**src/rtl/alu_share_ctrl.sv**
```systemverilog
// Two-requester arbiter and sequencer for one shared combinational ALU.
// Latency: accept edge T -> resp valid from cycle T+1+SETTLE_CYCLES; one transaction at a time.
// Backpressure: req ready only in IDLE for the winner; response held until the granted resp ready.
module alu_share_ctrl #(
    parameter int unsigned SETTLE_CYCLES = 1
) (
    input  logic        clock,
    input  logic        rst,
    input  logic        req0_valid,
    output logic        req0_ready,
    input  logic [2:0]  req0_op,
    input  logic [31:0] req0_a,
    input  logic [31:0] req0_b,
    input  logic        req1_valid,
    output logic        req1_ready,
    input  logic [2:0]  req1_op,
    input  logic [31:0] req1_a,
    input  logic [31:0] req1_b,
    output logic        resp0_valid,
    input  logic        resp0_ready,
    output logic        resp1_valid,
    input  logic        resp1_ready,
    output logic [31:0] resp_f,
    output logic        resp_zf,
    output logic        resp_of,
    output logic [2:0]  alu_op,
    output logic [31:0] alu_a,
    output logic [31:0] alu_b,
    input  logic [31:0] alu_f,
    input  logic        alu_zf,
    input  logic        alu_of,
    output logic        busy,
    output logic [15:0] done_count
);

    typedef enum logic [1:0] {
        IDLE = 2'd0,
        EXEC = 2'd1,
        RESP = 2'd2
    } state_t;

    localparam logic [3:0] SETTLE_LOAD = 4'(SETTLE_CYCLES - 1);

    state_t      state_q, state_d;
    logic        grant_q, grant_d;
    logic        last_grant_q, last_grant_d;
    logic [3:0]  cnt_q, cnt_d;
    logic [2:0]  alu_op_q, alu_op_d;
    logic [31:0] alu_a_q, alu_a_d;
    logic [31:0] alu_b_q, alu_b_d;
    logic [31:0] resp_f_q, resp_f_d;
    logic        resp_zf_q, resp_zf_d;
    logic        resp_of_q, resp_of_d;
    logic        resp0_valid_q, resp0_valid_d;
    logic        resp1_valid_q, resp1_valid_d;
    logic [15:0] done_count_q, done_count_d;

    logic any_req;
    logic winner;
    logic resp_ack;

    // Round-robin only matters on a tie; a lone requester always wins.
    assign any_req  = req0_valid | req1_valid;
    assign winner   = (req0_valid & req1_valid) ? ~last_grant_q : ~req0_valid;
    assign resp_ack = grant_q ? resp1_ready : resp0_ready;

    assign req0_ready = (state_q == IDLE) & any_req & ~winner;
    assign req1_ready = (state_q == IDLE) & any_req &  winner;

    always_comb begin
        state_d       = state_q;
        grant_d       = grant_q;
        last_grant_d  = last_grant_q;
        cnt_d         = cnt_q;
        alu_op_d      = alu_op_q;
        alu_a_d       = alu_a_q;
        alu_b_d       = alu_b_q;
        resp_f_d      = resp_f_q;
        resp_zf_d     = resp_zf_q;
        resp_of_d     = resp_of_q;
        resp0_valid_d = resp0_valid_q;
        resp1_valid_d = resp1_valid_q;
        done_count_d  = done_count_q;
        case (state_q)
            IDLE: begin
                if (any_req) begin
                    grant_d  = winner;
                    alu_op_d = winner ? req1_op : req0_op;
                    alu_a_d  = winner ? req1_a  : req0_a;
                    alu_b_d  = winner ? req1_b  : req0_b;
                    cnt_d    = SETTLE_LOAD;
                    state_d  = EXEC;
                end
            end
            EXEC: begin
                if (cnt_q == 4'd0) begin
                    resp_f_d      = alu_f;
                    resp_zf_d     = alu_zf;
                    resp_of_d     = alu_of;
                    resp0_valid_d = ~grant_q;
                    resp1_valid_d = grant_q;
                    state_d       = RESP;
                end else begin
                    cnt_d = cnt_q - 4'd1;
                end
            end
            RESP: begin
                if (resp_ack) begin
                    resp0_valid_d = 1'b0;
                    resp1_valid_d = 1'b0;
                    done_count_d  = done_count_q + 16'd1;
                    last_grant_d  = grant_q;
                    state_d       = IDLE;
                end
            end
            default: state_d = IDLE;
        endcase
    end

    // last_grant resets to 1 so requester 0 wins the first tie.
    always_ff @(posedge clock or negedge rst) begin
        if (!rst) begin
            state_q       <= IDLE;
            grant_q       <= 1'b0;
            last_grant_q  <= 1'b1;
            cnt_q         <= 4'd0;
            alu_op_q      <= 3'd0;
            alu_a_q       <= 32'd0;
            alu_b_q       <= 32'd0;
            resp_f_q      <= 32'd0;
            resp_zf_q     <= 1'b0;
            resp_of_q     <= 1'b0;
            resp0_valid_q <= 1'b0;
            resp1_valid_q <= 1'b0;
            done_count_q  <= 16'd0;
        end else begin
            state_q       <= state_d;
            grant_q       <= grant_d;
            last_grant_q  <= last_grant_d;
            cnt_q         <= cnt_d;
            alu_op_q      <= alu_op_d;
            alu_a_q       <= alu_a_d;
            alu_b_q       <= alu_b_d;
            resp_f_q      <= resp_f_d;
            resp_zf_q     <= resp_zf_d;
            resp_of_q     <= resp_of_d;
            resp0_valid_q <= resp0_valid_d;
            resp1_valid_q <= resp1_valid_d;
            done_count_q  <= done_count_d;
        end
    end

    assign busy        = (state_q != IDLE);
    assign alu_op      = alu_op_q;
    assign alu_a       = alu_a_q;
    assign alu_b       = alu_b_q;
    assign resp_f      = resp_f_q;
    assign resp_zf     = resp_zf_q;
    assign resp_of     = resp_of_q;
    assign resp0_valid = resp0_valid_q;
    assign resp1_valid = resp1_valid_q;
    assign done_count  = done_count_q;

endmodule

```
**config.mk**
```make
export PLATFORM = sky130hd
export DESIGN_NAME = alu_share_ctrl
export DESIGN_NICKNAME = d
export VERILOG_FILES = /design/src/rtl/alu_share_ctrl.sv
export SDC_FILE = /design/constraint.sdc
export NUM_CORES = 1
export LEC_CHECK = 0
export BUFFER_PORTS_ARGS = -buffer_cell sky130_fd_sc_hd__buf_2
export CAP_MARGIN = 0
export CORE_AREA = 2 2 116 118
export DETAILED_ROUTE_END_ITERATION = 10
export DIE_AREA = 0 0 118 120
export HOLD_SLACK_MARGIN = 0.05
export PLACE_DENSITY = 0.74
export SLEW_MARGIN = 20
export SYNTH_ARGS = -nofsm -noshare
export SYNTH_HDL_FRONTEND = slang
export SYNTH_SLANG_ARGS = --single-unit
```
**constraint.sdc**
```tcl
create_clock -name clock -period 2.4 [get_ports clock]
set_clock_uncertainty 0.2 [all_clocks]
set_input_delay 0.72 -clock clock [delete_from_list [all_inputs] [get_ports clock]]
set_output_delay 0.72 -clock clock [all_outputs]
set_load 0.1 [all_outputs]
```
==> impl_table.tex <==
\begin{tabular}{lr}
\hline
Metric & Value \\
\hline
\multicolumn{2}{l}{\textbf{Setup path}} \\
Critical path cell sequence & nand2b\_4, and3\_4, buf\_12 \\
Delay contributed by the slowest stage of the critical path & 560 ps \\
Worst path arrival time & 1470 ps \\
Kind of end point of the critical path & primary output \\
Critical path start-end classification & flop to primary output \\
Slowest cell on crit path & sky130\_fd\_sc\_hd\_\_dfstp\_2 \\
Maximum fanout along the worst path & 3 \\
Required time of the critical path & 1480 ps \\
Critical path startpoint category & flop \\
\multicolumn{2}{l}{\textbf{STA}} \\
Setup Total Neg Slack & 0 ps \\
Number of slew-limit violations in the final report & 0 \\
Final Hold Violating Endpoints & 0 \\
RSZ-0062 raised after global routing & yes \\
Final worst-path cycle share & 99.6\% \\
Crit path setup slack, layout & 10.2 ps \\
Worst max-slew margin expressed relative to the limit & 50.7\% \\
Count of final setup violators & 0 \\
Peak clock frequency supported by timing & 418 MHz \\
Final critical-path required period & 2390 ps \\
Transition time at the pin with the least slew margin & 739 ps \\
\multicolumn{2}{l}{\textbf{Clock network}} \\
Root buffer selected by CTS & sky130\_fd\_sc\_hd\_\_clkbuf\_16 \\
Clock latency of the later-clocked register in the worst-skew pair & 410 ps \\
Total CTS buffers & 17 \\
Clock slew at reported path FFs & 50 ps \\
CTS tree & done \\
Number of clock sinks & 127 \\
CTS Buffer Depth & 2 \\
H-tree lvl count & 4 \\
\multicolumn{2}{l}{\textbf{Layout}} \\
Fraction of final layout cells sized beyond drive strength 1 & 52.5\% \\
Leading cell type in the layout, fill and taps excluded & sky130\_fd\_sc\_hd\_\_buf\_2 \\
Top library cells by usage in the layout, fill and taps aside & sky130\_fd\_sc\_hd\_\_buf\_2, sky130\_fd\_sc\_hd\_\_dfrtp\_1, sky130\_fd\_sc\_hd\_\_inv\_1 \\
Antenna diode count & 0 \\
Layout overhead on the synthesized area & 45.3\% \\
Combined flip-flop and latch cell area & 3180 um2 \\
Combined area of the multi-input logic cells & 1660 um2 \\
Final-layout fill cell count & 1,094 \\
Number of nets in the finished design & 890 \\
\multicolumn{2}{l}{\textbf{Logic synthesis}} \\
Syn Area/Cell & 12.5 um2 \\
Gate count after technology mapping & 416 \\
Count of distinct cell types in the synthesized netlist & 31 \\
Mapped Area & 5200 um2 \\
Dominant register cell in the synthesized netlist & sky130\_fd\_sc\_hd\_\_dfrtp\_1 \\
Number of enable-type register cells in the synthesized netlist & 0 \\
Number of register bits inferred by synthesis & 127 \\
Sequential fraction of the synthesis area & 61.1\% \\
Post-synthesis net count & 593 \\
Async set or reset register ratio after synthesis & 100\% \\
Synth warnings & 0 \\
\multicolumn{2}{l}{\textbf{Hold path}} \\
Tightest Hold Check Type & input port to asynchronous set/reset pin \\
\multicolumn{2}{l}{\textbf{Drt}} \\
Count of nets left with antenna violations after detail routing & 0 \\
1st-pass router iterations & 10 \\
Final routed wire length divided by cell count & 16.7 um \\
DRC violation count after routing & 0 \\
Vias per cell & 5.19 \\
Detailed Route WL & 15,100 um \\
First-iteration detailed-routing DRC count & 543 \\
Via count & 4,685 \\
\multicolumn{2}{l}{\textbf{Global route}} \\
Pin count of the biggest net entering global routing & 69 \\
Global-route wire length before repair & 23,200 um \\
Total track usage & 20.9\% \\
Via count of the first global-routing pass & 4,727 \\
Antenna violations before repair & 0 \\
Total grt overflow & 0 \\
\multicolumn{2}{l}{\textbf{Floorplanning}} \\
Width of the die & 118 um \\
Core area & 13,000 um2 \\
Die ar. & 14,200 um2 \\
Overall die height & 120 um \\
Number of primary I/O pins & 296 \\
Initial Utilization & 40.1\% \\
Row count & 42 \\
\multicolumn{2}{l}{\textbf{Flow run}} \\
Number of max-cap violations & 0 \\
\multicolumn{2}{l}{\textbf{Placement}} \\
Half-perimeter wire length of the detailed placement result & 10,900 um \\
Setup WS pre-CTS & 94.9 ps \\
IO Port Bufs & 295 \\
Routability congestion estimate from global placement & 0.840 \\
\multicolumn{2}{l}{\textbf{Status}} \\
Result of the run & finished clean \\
\hline
\end{tabular}
==> logic make-up (layout without fill, tap and decap cells) <==
kind of cell	after synthesis	count (layout)	share of synthesized area, %
flip-flops	127	127	61.1
buffers and inverters	101	411	7.74
AO/OA/AOI/OAI	73	73	13.5
AND/OR/NAND/NOR	58	58	5.70
multiplexers	37	37	8.37
XOR/XNOR	17	17	2.86
adder cells (fa/ha/maj)	3	3	0.721
==> path summary, 6_finish.rpt <==
kind	startpoint	endpoint	slack, ps	cells after the start
worst max register to register	cnt_q[0]$_DFFE_PN0P_	resp_f[27]$_DFFE_PN0P_	280	5
worst min register to register	done_count[15]$_DFFE_PN0P_	done_count[15]$_DFFE_PN0P_	280	1
min in group clock	done_count[15]$_DFFE_PN0P_	done_count[15]$_DFFE_PN0P_	280	1
worst min-delay path	rst	resp_f[29]$_DFFE_PN0P_	120	2
worst max-delay path	last_grant_q$_DFFE_PN1P_	req0_ready	10	3
max in group asynchronous	rst	last_grant_q$_DFFE_PN1P_	1550	2
==> layout make-up <==
class / instances / area share, %
clock inverter: 11 / 1.84
clock buffer: 21 / 6.09
sequential: 127 / 42.1
inverter: 74 / 3.67
multi-input combinational: 188 / 21.9
tap: 176 / 2.91
timing repair buffer: 305 / 21.5
==> metal layers <==
metal  track usage, %  routed length, um  vias up
met5                0                  0        -
met2             35.8               7580      252
met1             24.2               5970     2296
met3             7.60               1210       23
li1                 -                  -     2114
met4             7.45                284        0
==> sequential cells by signal, indices dropped and copies added (netlist names) <==
signal,cells
resp_zf,1
resp0_valid,1
last_grant_q,1
grant_q,1
alu_b,32
alu_op,3
alu_a,32
cnt_q,4
resp1_valid,1
resp_f,32
state_q,2
done_count,16
resp_of,1
==> through the flow <==
stage / cell area [um2] / hold slack, ps / cells / util [%]
after floorplan: 5210 / 224 / 416 / -
after global placement: 6910 / 266 / 867 / 53.2
after detailed placement: 6910 / 269 / 867 / 53.2
after CTS: 7530 / 118 / 900 / 58.0
after global routing: 7560 / 127 / 902 / 58.2
final: 7560 / 118 / 902 / 58.2
==> critical path, delay by kind of cell, from the launching register on <==
kind,cells,cell delay [ps]
DFF,1,560
and+or+nand+nor,2,320
buffers and inverters,1,170
==> Yosys cell counts, types with 2 or more instances <==
cell type / n / share of area [%]
sky130_fd_sc_hd__clkbuf_1: 17 / 1.2
sky130_fd_sc_hd__and3_1: 3 / 0.36
sky130_fd_sc_hd__xor2_1: 9 / 1.5
sky130_fd_sc_hd__mux2_4: 5 / 1.4
sky130_fd_sc_hd__and4_1: 2 / 0.34
sky130_fd_sc_hd__buf_2: 7 / 0.67
sky130_fd_sc_hd__dfrtp_1: 126 / 61
sky130_fd_sc_hd__nor2b_1: 2 / 0.24
sky130_fd_sc_hd__inv_1: 74 / 5.3
sky130_fd_sc_hd__nor3_1: 6 / 0.58
sky130_fd_sc_hd__xnor2_1: 8 / 1.3
sky130_fd_sc_hd__a222oi_1: 67 / 13
sky130_fd_sc_hd__buf_6: 2 / 0.43
sky130_fd_sc_hd__nand2_1: 15 / 1.1
sky130_fd_sc_hd__nand3_1: 8 / 0.77
sky130_fd_sc_hd__nor2_1: 11 / 0.79
sky130_fd_sc_hd__a21oi_1: 2 / 0.19
sky130_fd_sc_hd__nand4_1: 2 / 0.24
sky130_fd_sc_hd__nand2b_1: 3 / 0.36
sky130_fd_sc_hd__and2_1: 2 / 0.24
sky130_fd_sc_hd__o21ai_0: 2 / 0.19
sky130_fd_sc_hd__mux2_2: 32 / 6.9
sky130_fd_sc_hd__ha_1: 3 / 0.72
==> what timing repair did <==
action	CTS	global route
buffers inserted	1	2
gates cloned	0	0
hold buffers	0	0
gates resized for setup	4	3
pin swaps	2	1
setup endpoints to repair	3	3
Power is not shown: default switching activity piles up to over one toggle a cycle in this logic, so the estimate is an artifact.
